--- config.mk ---
export PLATFORM = sky130hd
export DESIGN_NAME = pattern_scan_ctrl
export DESIGN_NICKNAME = d
export VERILOG_FILES = /design/src/rtl/pattern_scan_ctrl.sv
export SDC_FILE = /design/constraint.sdc
export NUM_CORES = 1
export LEC_CHECK = 0
export BUFFER_PORTS_ARGS = -buffer_cell sky130_fd_sc_hd__buf_2
export CAP_MARGIN = 5
export CORE_MARGIN = 4
export CORE_UTILIZATION = 39
export CTS_CLUSTER_SIZE = 28
export DETAILED_ROUTE_END_ITERATION = 16
export PLACE_DENSITY = 0.66
export SYNTH_ARGS = -nofsm -noshare
export SYNTH_HDL_FRONTEND = slang
export SYNTH_SLANG_ARGS = --single-unit
--- constraint.sdc ---
create_clock -name clk -period 4.2 [get_ports clk]
set_input_delay 0.21 -clock clk [delete_from_list [all_inputs] [get_ports clk]]
set_output_delay 0.21 -clock clk [all_outputs]
set_load 0.01 [all_outputs]
--- src/rtl/pattern_scan_ctrl.sv ---
// pattern_scan_ctrl: serialises an 8-bit word MSB first and counts
// occurrences of a programmable 4-bit pattern in that word, overlapping
// occurrences included. Matches never span two words.
module pattern_scan_ctrl (
  input  logic       clk,
  input  logic       reset,
  input  logic       start,
  input  logic [7:0] data_in,
  input  logic       pat_we,
  input  logic [3:0] pat_in,
  output logic       busy,
  output logic       done,
  output logic       match_pulse,
  output logic [3:0] match_cnt,
  output logic       serial_bit
);

  typedef enum logic [1:0] {
    IDLE  = 2'd0,
    SHIFT = 2'd1,
    DONE  = 2'd2
  } state_t;

  localparam logic [3:0] PAT_RESET = 4'b1001;

  state_t     state, state_nx;
  logic [7:0] word, word_nx;
  logic [2:0] idx, idx_nx;
  logic [2:0] hist, hist_nx;     // {prev3, prev2, prev1}
  logic [3:0] pat, pat_nx;
  logic       busy_nx, done_nx, pulse_nx, sbit_nx;
  logic [3:0] cnt_nx;
  logic       cur_bit;

  // Window compare: oldest bit of the window lines up with pattern bit 3.
  // Only windows made entirely of bits from the current word are eligible,
  // which holds once index has dropped to 4 (bits 7..4 already presented).
  function automatic logic win_match(input logic [2:0] h, input logic b,
                                     input logic [3:0] p, input logic [2:0] i);
    win_match = (i <= 3'd4) && ({h, b} == p);
  endfunction

  // Next-state and next-output logic; every output is registered below.
  always_comb begin
    state_nx = state;
    word_nx  = word;
    idx_nx   = idx;
    hist_nx  = hist;
    pat_nx   = pat;
    busy_nx  = busy;
    done_nx  = 1'b0;
    pulse_nx = 1'b0;
    cnt_nx   = match_cnt;
    sbit_nx  = serial_bit;
    cur_bit  = word[idx];
    case (state)
      IDLE: begin
        if (start) begin
          // start takes priority over a simultaneous pattern write
          word_nx  = data_in;
          cnt_nx   = 4'd0;
          hist_nx  = 3'd0;
          idx_nx   = 3'd7;
          busy_nx  = 1'b1;
          state_nx = SHIFT;
        end else if (pat_we) begin
          pat_nx = pat_in;
        end
      end
      SHIFT: begin
        sbit_nx = cur_bit;
        hist_nx = {hist[1:0], cur_bit};
        if (win_match(hist, cur_bit, pat, idx)) begin
          pulse_nx = 1'b1;
          cnt_nx   = match_cnt + 4'd1;
        end
        if (idx == 3'd0) begin
          state_nx = DONE;
          busy_nx  = 1'b0;
          done_nx  = 1'b1;
        end else begin
          idx_nx = idx - 3'd1;
        end
      end
      DONE: begin
        state_nx = IDLE;
      end
      default: begin
        state_nx = IDLE;
        busy_nx  = 1'b0;
      end
    endcase
  end

  // State and output registers; reset aborts any scan and restores the default pattern.
  always_ff @(posedge clk or negedge reset) begin
    if (!reset) begin
      state       <= IDLE;
      word        <= 8'd0;
      idx         <= 3'd0;
      hist        <= 3'd0;
      pat         <= PAT_RESET;
      busy        <= 1'b0;
      done        <= 1'b0;
      match_pulse <= 1'b0;
      match_cnt   <= 4'd0;
      serial_bit  <= 1'b0;
    end else begin
      state       <= state_nx;
      word        <= word_nx;
      idx         <= idx_nx;
      hist        <= hist_nx;
      pat         <= pat_nx;
      busy        <= busy_nx;
      done        <= done_nx;
      match_pulse <= pulse_nx;
      match_cnt   <= cnt_nx;
      serial_bit  <= sbit_nx;
    end
  end

endmodule

; ---- After elaboration in Yosys (flattened, before gate mapping)
; Index checks and enable logic that the tools add are counted.
[totals]
ramBits = 0
latchBits = 0
elab_cells = 54
mem_bits_ro = 0
mem_count = 0
reg_bits = 28
in_bits = 16
output_inout_bits = 8
[op_classes]
n_eq_ne = 7
n_reduce_logical = 11
n_bitwise = 2
shift = 0
n_mul = 0
order_cmp = 2
div = 0
add_sub_neg = 2
muxes = 20
[op_table]
columns = operator, n
row1 = $pmux W3 S2, 2
row2 = $reduce_and A3 Y1, 4
row3 = $mux W3, 3
row4 = $mux W4, 2
row5 = $ne A2 B2 Y1 const B, 4
row6 = $pmux W4 S2, 1
row7 = $mux W1, 7
row8 = $reduce_and A2 Y1, 3
row9 = $add A4 B1 Y4 const B, 1
row10 = $eq A4 B4 Y1, 1
row11 = $lt A3 B4 Y1 const B, 1
row12 = $mux W2, 2
row13 = $pmux W2 S2, 1
row14 = $bmux W1 S3, 1
row15 = $le A3 B3 Y1 const B, 1
row16 = $logic_not A3 Y1, 1
row17 = $pmux W1 S3, 1
row18 = $sub A3 B1 Y3 const B, 1
row19 = $eq A2 B1 Y1 const B, 1
row20 = $eq A2 B2 Y1 const B, 1
row21 = $logic_not A2 Y1, 1
row22 = $not A1 Y1, 2
row23 = $reduce_bool A2 Y1, 1
row24 = $logic_and A1 B1 Y1, 1

; ---- Depth between registers and ports, before layout
; Gate-level depths: netlist of the first run.
[depth]
word_depth = 6
mapped_depth = 7
depth_no_buf = 7

; ---- Worst setup path before layout of the first run
; No wires, ideal clock.
[synth_path]
path_kind = reg2reg
from = reg idx[0]
to = reg match_cnt[0]
period_less_slack_ns = 2.129
arrival_ns = 2.005
required_ns = 4.076
stages_incl_launch_ff = 7
path_slack_ns = 2.071
cell_sequence = dfrtp_1 mux4_1 mux2i_2 xnor2_1 or4_1 buf_2 mux2i_1
[synth_between]
elab_chain_cells = 6
[synth_lines]
columns = element, line_no
row1 = start: declaration, 28  ; logic [2:0] idx, idx_nx;
row2 = start signal: assignment, 111  ; idx <= idx_nx;
row3 = $bmux W1 S3, 55  ; cur_bit = word[idx];
row4 = $mux W1 (not written as such), 55
row5 = $eq A4 B4 Y1, 40  ; win_match = (i <= 3'd4) && ({h, b} == p);
row6 = $logic_and A1 B1 Y1 *, 40
row7 = $ne A2 B2 Y1 (no source line) *, -
row8 = $reduce_and A3 Y1 (no source line) *, -
row9 = end signal: assignment, 117  ; match_cnt <= cnt_nx;
row10 = end: declaration, 14  ; output logic [3:0] match_cnt,
; Mark *: on every way between the ends. The rest lies on a longest branch, timed or not. The select of a mux whose other input is x is not followed.
; A chain may end at the register's enable or synchronous reset.

; ---- Worst setup path after layout of the first run
[layout_path]
from = reg idx[0]
to = reg match_cnt[1]
; Same word-level chain as after synthesis.

==> run metrics, run 1 <==
CP delay by family, top=multiplexers; Crit. End Element=flop; worst reg2reg setup slack=1.87 ns; CP cell instances=mux4_1 -> mux2i_2 -> xnor2_1 -> or4_1 -> mux2i_1; io pins=24; Layout Cells excl Fill=174; clk slew on worst S/H paths=0.14 ns; Final Instance Area=0.00146 mm2; Tcrit/Tclk final=55.6%; critical path launch point type=flop; Clk Latency, worst-skew pair=0.32 ns; cts repair resizes=0; post-synthesis sequential area ratio=55.7%; synth warn=0; CTS root buffer=clkbuf_4; final WL=2200 um; Worst Tran Pin Value=0.840 ns; # setup viols final=0; CTS Buffer Depth=2; Yosys reg bits=28; layout cells sized above 1=32.3%; critical hold path startpoint=pat_in[1]; maxcap violations=0; setup total negative slack=0 ns; Crit-path slowest cell=or4_1; RSZ-0062 raised after global routing=false; met2 capacity usage during global routing=21.8%; syn nets=124; Fin. Hold Viols=0; CTS tree=done; Distinct cells, synth=25; syn avg cell area=12.0 um2; core area=0.00308 mm2; largest net degree at the start of global routing=29; first-pass detailed-route iteration total=4; vias in the first global route=904; Crit path arrival time=2.55 ns; Peak VDD IR=381 uV; Iteration-0 DRC Markers=30; fin crit period=2.33 ns; Post-Synthesis Cells=105; Top Usage Layer GRT=met2; clock skew=0.00368 ns; Num CTS Buffers=3; Tot GR Track Use=11.8%; gp weighted congestion=0.727; FP Rows=20; CP required=4.42 ns; Crit Path Class=flop to flop; Reg area=703 um2; CP startpoint=idx[0]; Filler Cells Inserted=304; Reg2Reg Launch Point=idx[0]; Vias=849; Post-Syn Area=0.00126 mm2; die area=0.00421 mm2; port buffer count=23; HPWL Detailed=1610 um; routed vias/inst=4.88; total leakage power=0.735 nW; DR WL/cell=12.7 um; Reg2Reg Depth=5; met1 Track Usage GR=12.9%; hold_ws=0.109 ns; RR Endpoint=match_cnt[1]; Die W=64.9 um; crit path to=match_cnt[1]; first-pass GRT wire length=3910 um; worst path buffer plus inverter count=0; initial antenna violation count=0; floorplan die height=64.9 um; Starting Density=41.0%; fin nets=150; H-tree depth=1; area grow syn2layout=15.4%; dpl cells=169; Slew headroom=43.2%; Max FO, Critical Path=6; DRC=0; Cell Pwr Density=678 mW/mm2; Slew Limit Fails=0; worst hold-check path type=input pin to flop; Critical Path Stages=5; clock sinks=28; # diodes=0; Final Power=988 uW; ANT nets after route=0; outcome=completed; Max stage delay on crit path=0.67 ns; grt ovf=0; placed cell areas=0.00142 mm2; Max Freq=428 MHz; multi-input logic area=532 um2; met3 Use GR=3.99%
-- layer usage --
layer  part of all wire (%)  routed length (um)  vias to the layer above
met4                   0.73                  16                        0
met5                      0                   0                        -
met1                     41                 909                      411
met3                    5.4                 120                        2
met2                     52                1160                       24
li1                       -                   -                      412
-- Yosys cell counts --
master    instances  area share, %
buf_2             1           0.40
xor2_1            2            1.4
nand2_1          17            5.1
a31o_2            1           0.69
nand2b_1          2           0.99
dfrtp_1          26             52
nand3_1           5            2.0
mux4_1            2            4.2
a31oi_1           2           0.99
a21oi_1           2           0.79
nor4b_1           1           0.69
clkbuf_1          2           0.59
mux2i_1           4            3.2
mux2_2           12             11
xnor2_1           4            2.8
mux2i_2           1            1.1
dfstp_2           2            4.2
a21o_1            1           0.59
o21ai_0           2           0.79
inv_1             4            1.2
nor3_1            1           0.40
nor2_1            6            1.8
ha_1              3            3.0
or4_1             1           0.59
nor2b_1           1           0.50
-- worst register-to-register path: stages (launching register included) --
cell and delay [ns]:
dfrtp_1 0.48, mux4_1 0.61, mux2i_2 0.21, xnor2_1 0.10
or4_1 0.67, mux2i_1 0.17
-- layout by cell type (no fill, tap or decap), types with 3 or more instances in the layout --
| cell | instances |
|---|---|
| buf_2 | 23 |
| clkbuf_4 | 3 |
| dfrtp_1 | 26 |
| ha_1 | 3 |
| inv_1 | 4 |
| mux2_2 | 12 |
| mux2i_1 | 4 |
| nand2_1 | 17 |
| nand3_1 | 5 |
| nor2_1 | 6 |
| xnor2_1 | 4 |
-- worst min-delay path by stage --
stage / end / slack [ns] / cells past startpoint
floorplan: busy / -0.09 / 0
global placement: pat[2] / 0.24 / 1
detailed placement: pat[2] / 0.26 / 1
CTS: word[1] / 0.1 / 2
global route: word[4] / 0.07 / 2
finish: pat[1] / 0.11 / 2
-- repair_timing --
action | CTS | global route
endpoints found under the setup margin | 0 | 0
hold buffers | 1 | 0
hold endpoints to repair | 26 | 0
buffers inserted | 0 | 0
-- cell families after synthesis --
kind of cell    synth area share, %
xor+xnor                       4.16
flops                          55.7
compound gates                 3.87
buf+inv                        2.18
simple gates                   12.0
fa+ha+maj                      2.97
mux                            19.1
-- power breakdown --
group          internal [mW]  total, mW  switching [mW]  leakage [nW]
combinational          0.211      0.401           0.190         0.381
clock                 0.0372      0.110          0.0727        0.0150
sequential             0.392      0.477          0.0851         0.339
total                  0.640      0.988           0.348         0.735
-- registers in the layout, summed over array words and instances, names as in the netlist --
| register | count |
|---|---|
| word | 8 |
| state | 2 |
| pat | 4 |
| idx | 3 |
| hist | 3 |
| serial_bit | 1 |
| match_cnt | 4 |
| match_pulse | 1 |
| busy | 1 |
| done | 1 |
-- cell type report --
class,instances,area share [%]
flip-flops and latches,28,48.3
clock buffers,4,1.80
multi-input cells,70,36.5
well taps,44,3.78
inverters,4,1.03
repair buffers,24,8.59
-- stage by stage --
stage	utilization [%]	setup slack, ns
finish	47.3	1.87
global route	47.3	1.76
CTS	47.3	1.86
detailed placement	46.1	1.91
global placement	46.1	1.98
floorplan	-	2.07
Note: power is estimated with default switching activity, not from simulation.
==> run 2, diff against run 1 <==
- clock period: 4.2 -> 2.3 ns (I/O delays scaled with it)
==> run metrics, run 2 (synthesis results as in run 1) <==
clock network fraction of total power=10.9% (-0.2 points); Reg2Reg Launch Point=idx[0]; floorplan die height=64.9 um (unchanged); worst slack, placed=-0.00563 ns (-1.91 ns); core area=0.00308 mm2 (unchanged); Cell Pwr Density=1210 mW/mm2 (+78%); Max Freq=463 MHz (+8.0%); multi-input logic area=536 um2 (+0.71%); critical path launch point type=flop; Crit Path Class=flop to flop; Starting Density=41.0% (unchanged); HPWL Detailed=1700 um (+5.8%); Tot GR Track Use=11.9% (+0.12 points); commonest non-fill, non-tap cell in the layout=dfrtp_1; clock skew=0.00508 ns (+0.00140 ns); Combinational Power Share=41.5% (+0.9 points); H-tree depth=1 (unchanged); DR WL/cell=12.6 um (-0.59%); critical hold path startpoint=data_in[6]; Worst Tran Pin Value=0.650 ns (-0.190 ns); Filler Cells Inserted=297 (-2.3%); Num CTS Buffers=3 (unchanged); maxcap violations=0 (unchanged); register share of total power=47.7% (-0.6 points); max reg flops=8 (unchanged); Iteration-0 DRC Markers=13 (-57%); clk slew on worst S/H paths=0.14 ns (about the same); area grow syn2layout=20.9%; Clk Latency, worst-skew pair=0.32 ns (about the same); vias in the first global route=850 (-6.0%); DRC=0 (unchanged); Switching Fraction=35.2% (-0.045 points); fin crit period=2.16 ns (-0.173 ns); gp weighted congestion=0.724 (-0.30%); Crit. End Element=flop; outcome=completed; first-pass GRT wire length=3800 um (-2.8%); switching power=648 uW (+87%); Slew Limit Fails=0 (unchanged); first-pass detailed-route iteration total=4 (unchanged); largest net degree at the start of global routing=29 (unchanged); final WL=2280 um (+3.4%); worst setup margin=0.138 ns (-1.73 ns); most frequent cells in the layout=dfrtp_1, buf_2, nand2_1; port buffer count=23 (unchanged); CP startpoint=idx[0]; Tcrit/Tclk final=94.0% (+38 points); Slew headroom=56.5% (+13 points); Biggest register=word; Max FO, Critical Path=6 (unchanged); CTS tree=done; routed vias/inst=4.76 (-2.5%); # setup viols final=0 (unchanged); Die W=64.9 um (unchanged); top flop regs=word: 8 flops, match_cnt: 4 flops, pat: 4 flops; CP required=2.52 ns (-1.90 ns); CTS Buffer Depth=2 (unchanged); Crit path arrival time=2.38 ns (-0.17 ns); RSZ-0062 raised after global routing=false; io pins=24 (unchanged); layout cells sized above 1=33.6% (+1.3 points); Vias=861 (+1.4%); initial antenna violation count=0 (unchanged); CTS root buffer=clkbuf_4; Int Pwr=1.20 mW (+87%); grt ovf=0 (unchanged); Peak VDD IR=549 uV (+44%); die area=0.00421 mm2 (unchanged); Reg area=704 um2 (+0.18%); ANT nets after route=0 (unchanged); # diodes=0 (unchanged); worst hold-check path type=input pin to flop; clock sinks=28 (unchanged); Fin. Hold Viols=0 (unchanged); fin nets=157 (+4.7%); FP Rows=20 (unchanged); total leakage power=0.767 nW (+4.3%); post-CTS setup buffer count=0 (unchanged); Final Power=1.84 mW (+87%)
==> run 2: cell types whose count changed in the layout (fill, tap and decap cells not counted) <==
cell | before | now
buf_4 | 0 | 2
dfrtp_1 | 26 | 25
dfrtp_2 | 0 | 1
dlygate4sd3_1 | 1 | 6
or4_1 | 1 | 0
or4_4 | 0 | 1
==> run 2: routing by layer <==
layer  up-vias  share of wire, %  GRT usage (%)
li1        424                 -              -
met1       409                40           13.0
met2        24                52           21.3
met3         4               5.9           4.33
met4         0               1.8           3.96
met5         -                 0              0
==> run 2: layout make-up <==
class	instances	area share (%)
Sequential cell	28	46.1
Tap cell	44	3.61
Clock buffer	4	1.72
Multi-Input combinational cell	70	35.1
Timing Repair Buffer	31	12.5
Inverter	4	0.984
==> run 2: power groups by stage <==
stage	clock (mW)	combinational, mW	sequential (mW)
floorplan	0	0.566	0.858
global placement	0	0.727	0.875
detailed placement	0	0.753	0.893
CTS	0.207	0.768	0.880
global route	0.230	0.854	0.910
finish	0.201	0.765	0.879
==> run 2: path summary, 6_finish.rpt <==
check | to | slack, ns | cells after the start
worst max-delay path | match_cnt[1] | 0.14 | 5
worst max register to register | match_cnt[1] | 0.14 | 5
worst min register to register | serial_bit | 0.50 | 1
worst min-delay path | word[6] | 0.01 | 2
min in group asynchronous | idx[1] | 0.31 | 2
max in group asynchronous | idx[0] | 1.57 | 2
==> run 2: repair_timing <==
item,4_1_cts,5_1_grt
setup endpoints to repair,4,1
hold endpoints to repair,26,5
gates resized for setup,1,1
hold buffers,1,5
==> run 2: through the flow <==
stage / TNS (ns) / util [%] / hold WS [ns] / std cells / instance area [um2]
detailed placement: -0.00993 / 46.6 / 0.158 / 171 / 1440
global placement: 0 / 46.6 / 0.150 / 171 / 1440
CTS: 0 / 47.9 / 0.0000575 / 176 / 1480
global route: 0 / 49.6 / 0.000476 / 181 / 1530
floorplan: 0 / - / -0.181 / 105 / 1260
finish: 0 / 49.6 / 0.0121 / 181 / 1530
==> run 2: critical path, stage by stage, from the launching register on <==
cell and delay (ns):
dfrtp_2 0.44, mux4_1 0.59, mux2i_2 0.20, xnor2_1 0.09
or4_4 0.59, mux2i_1 0.15
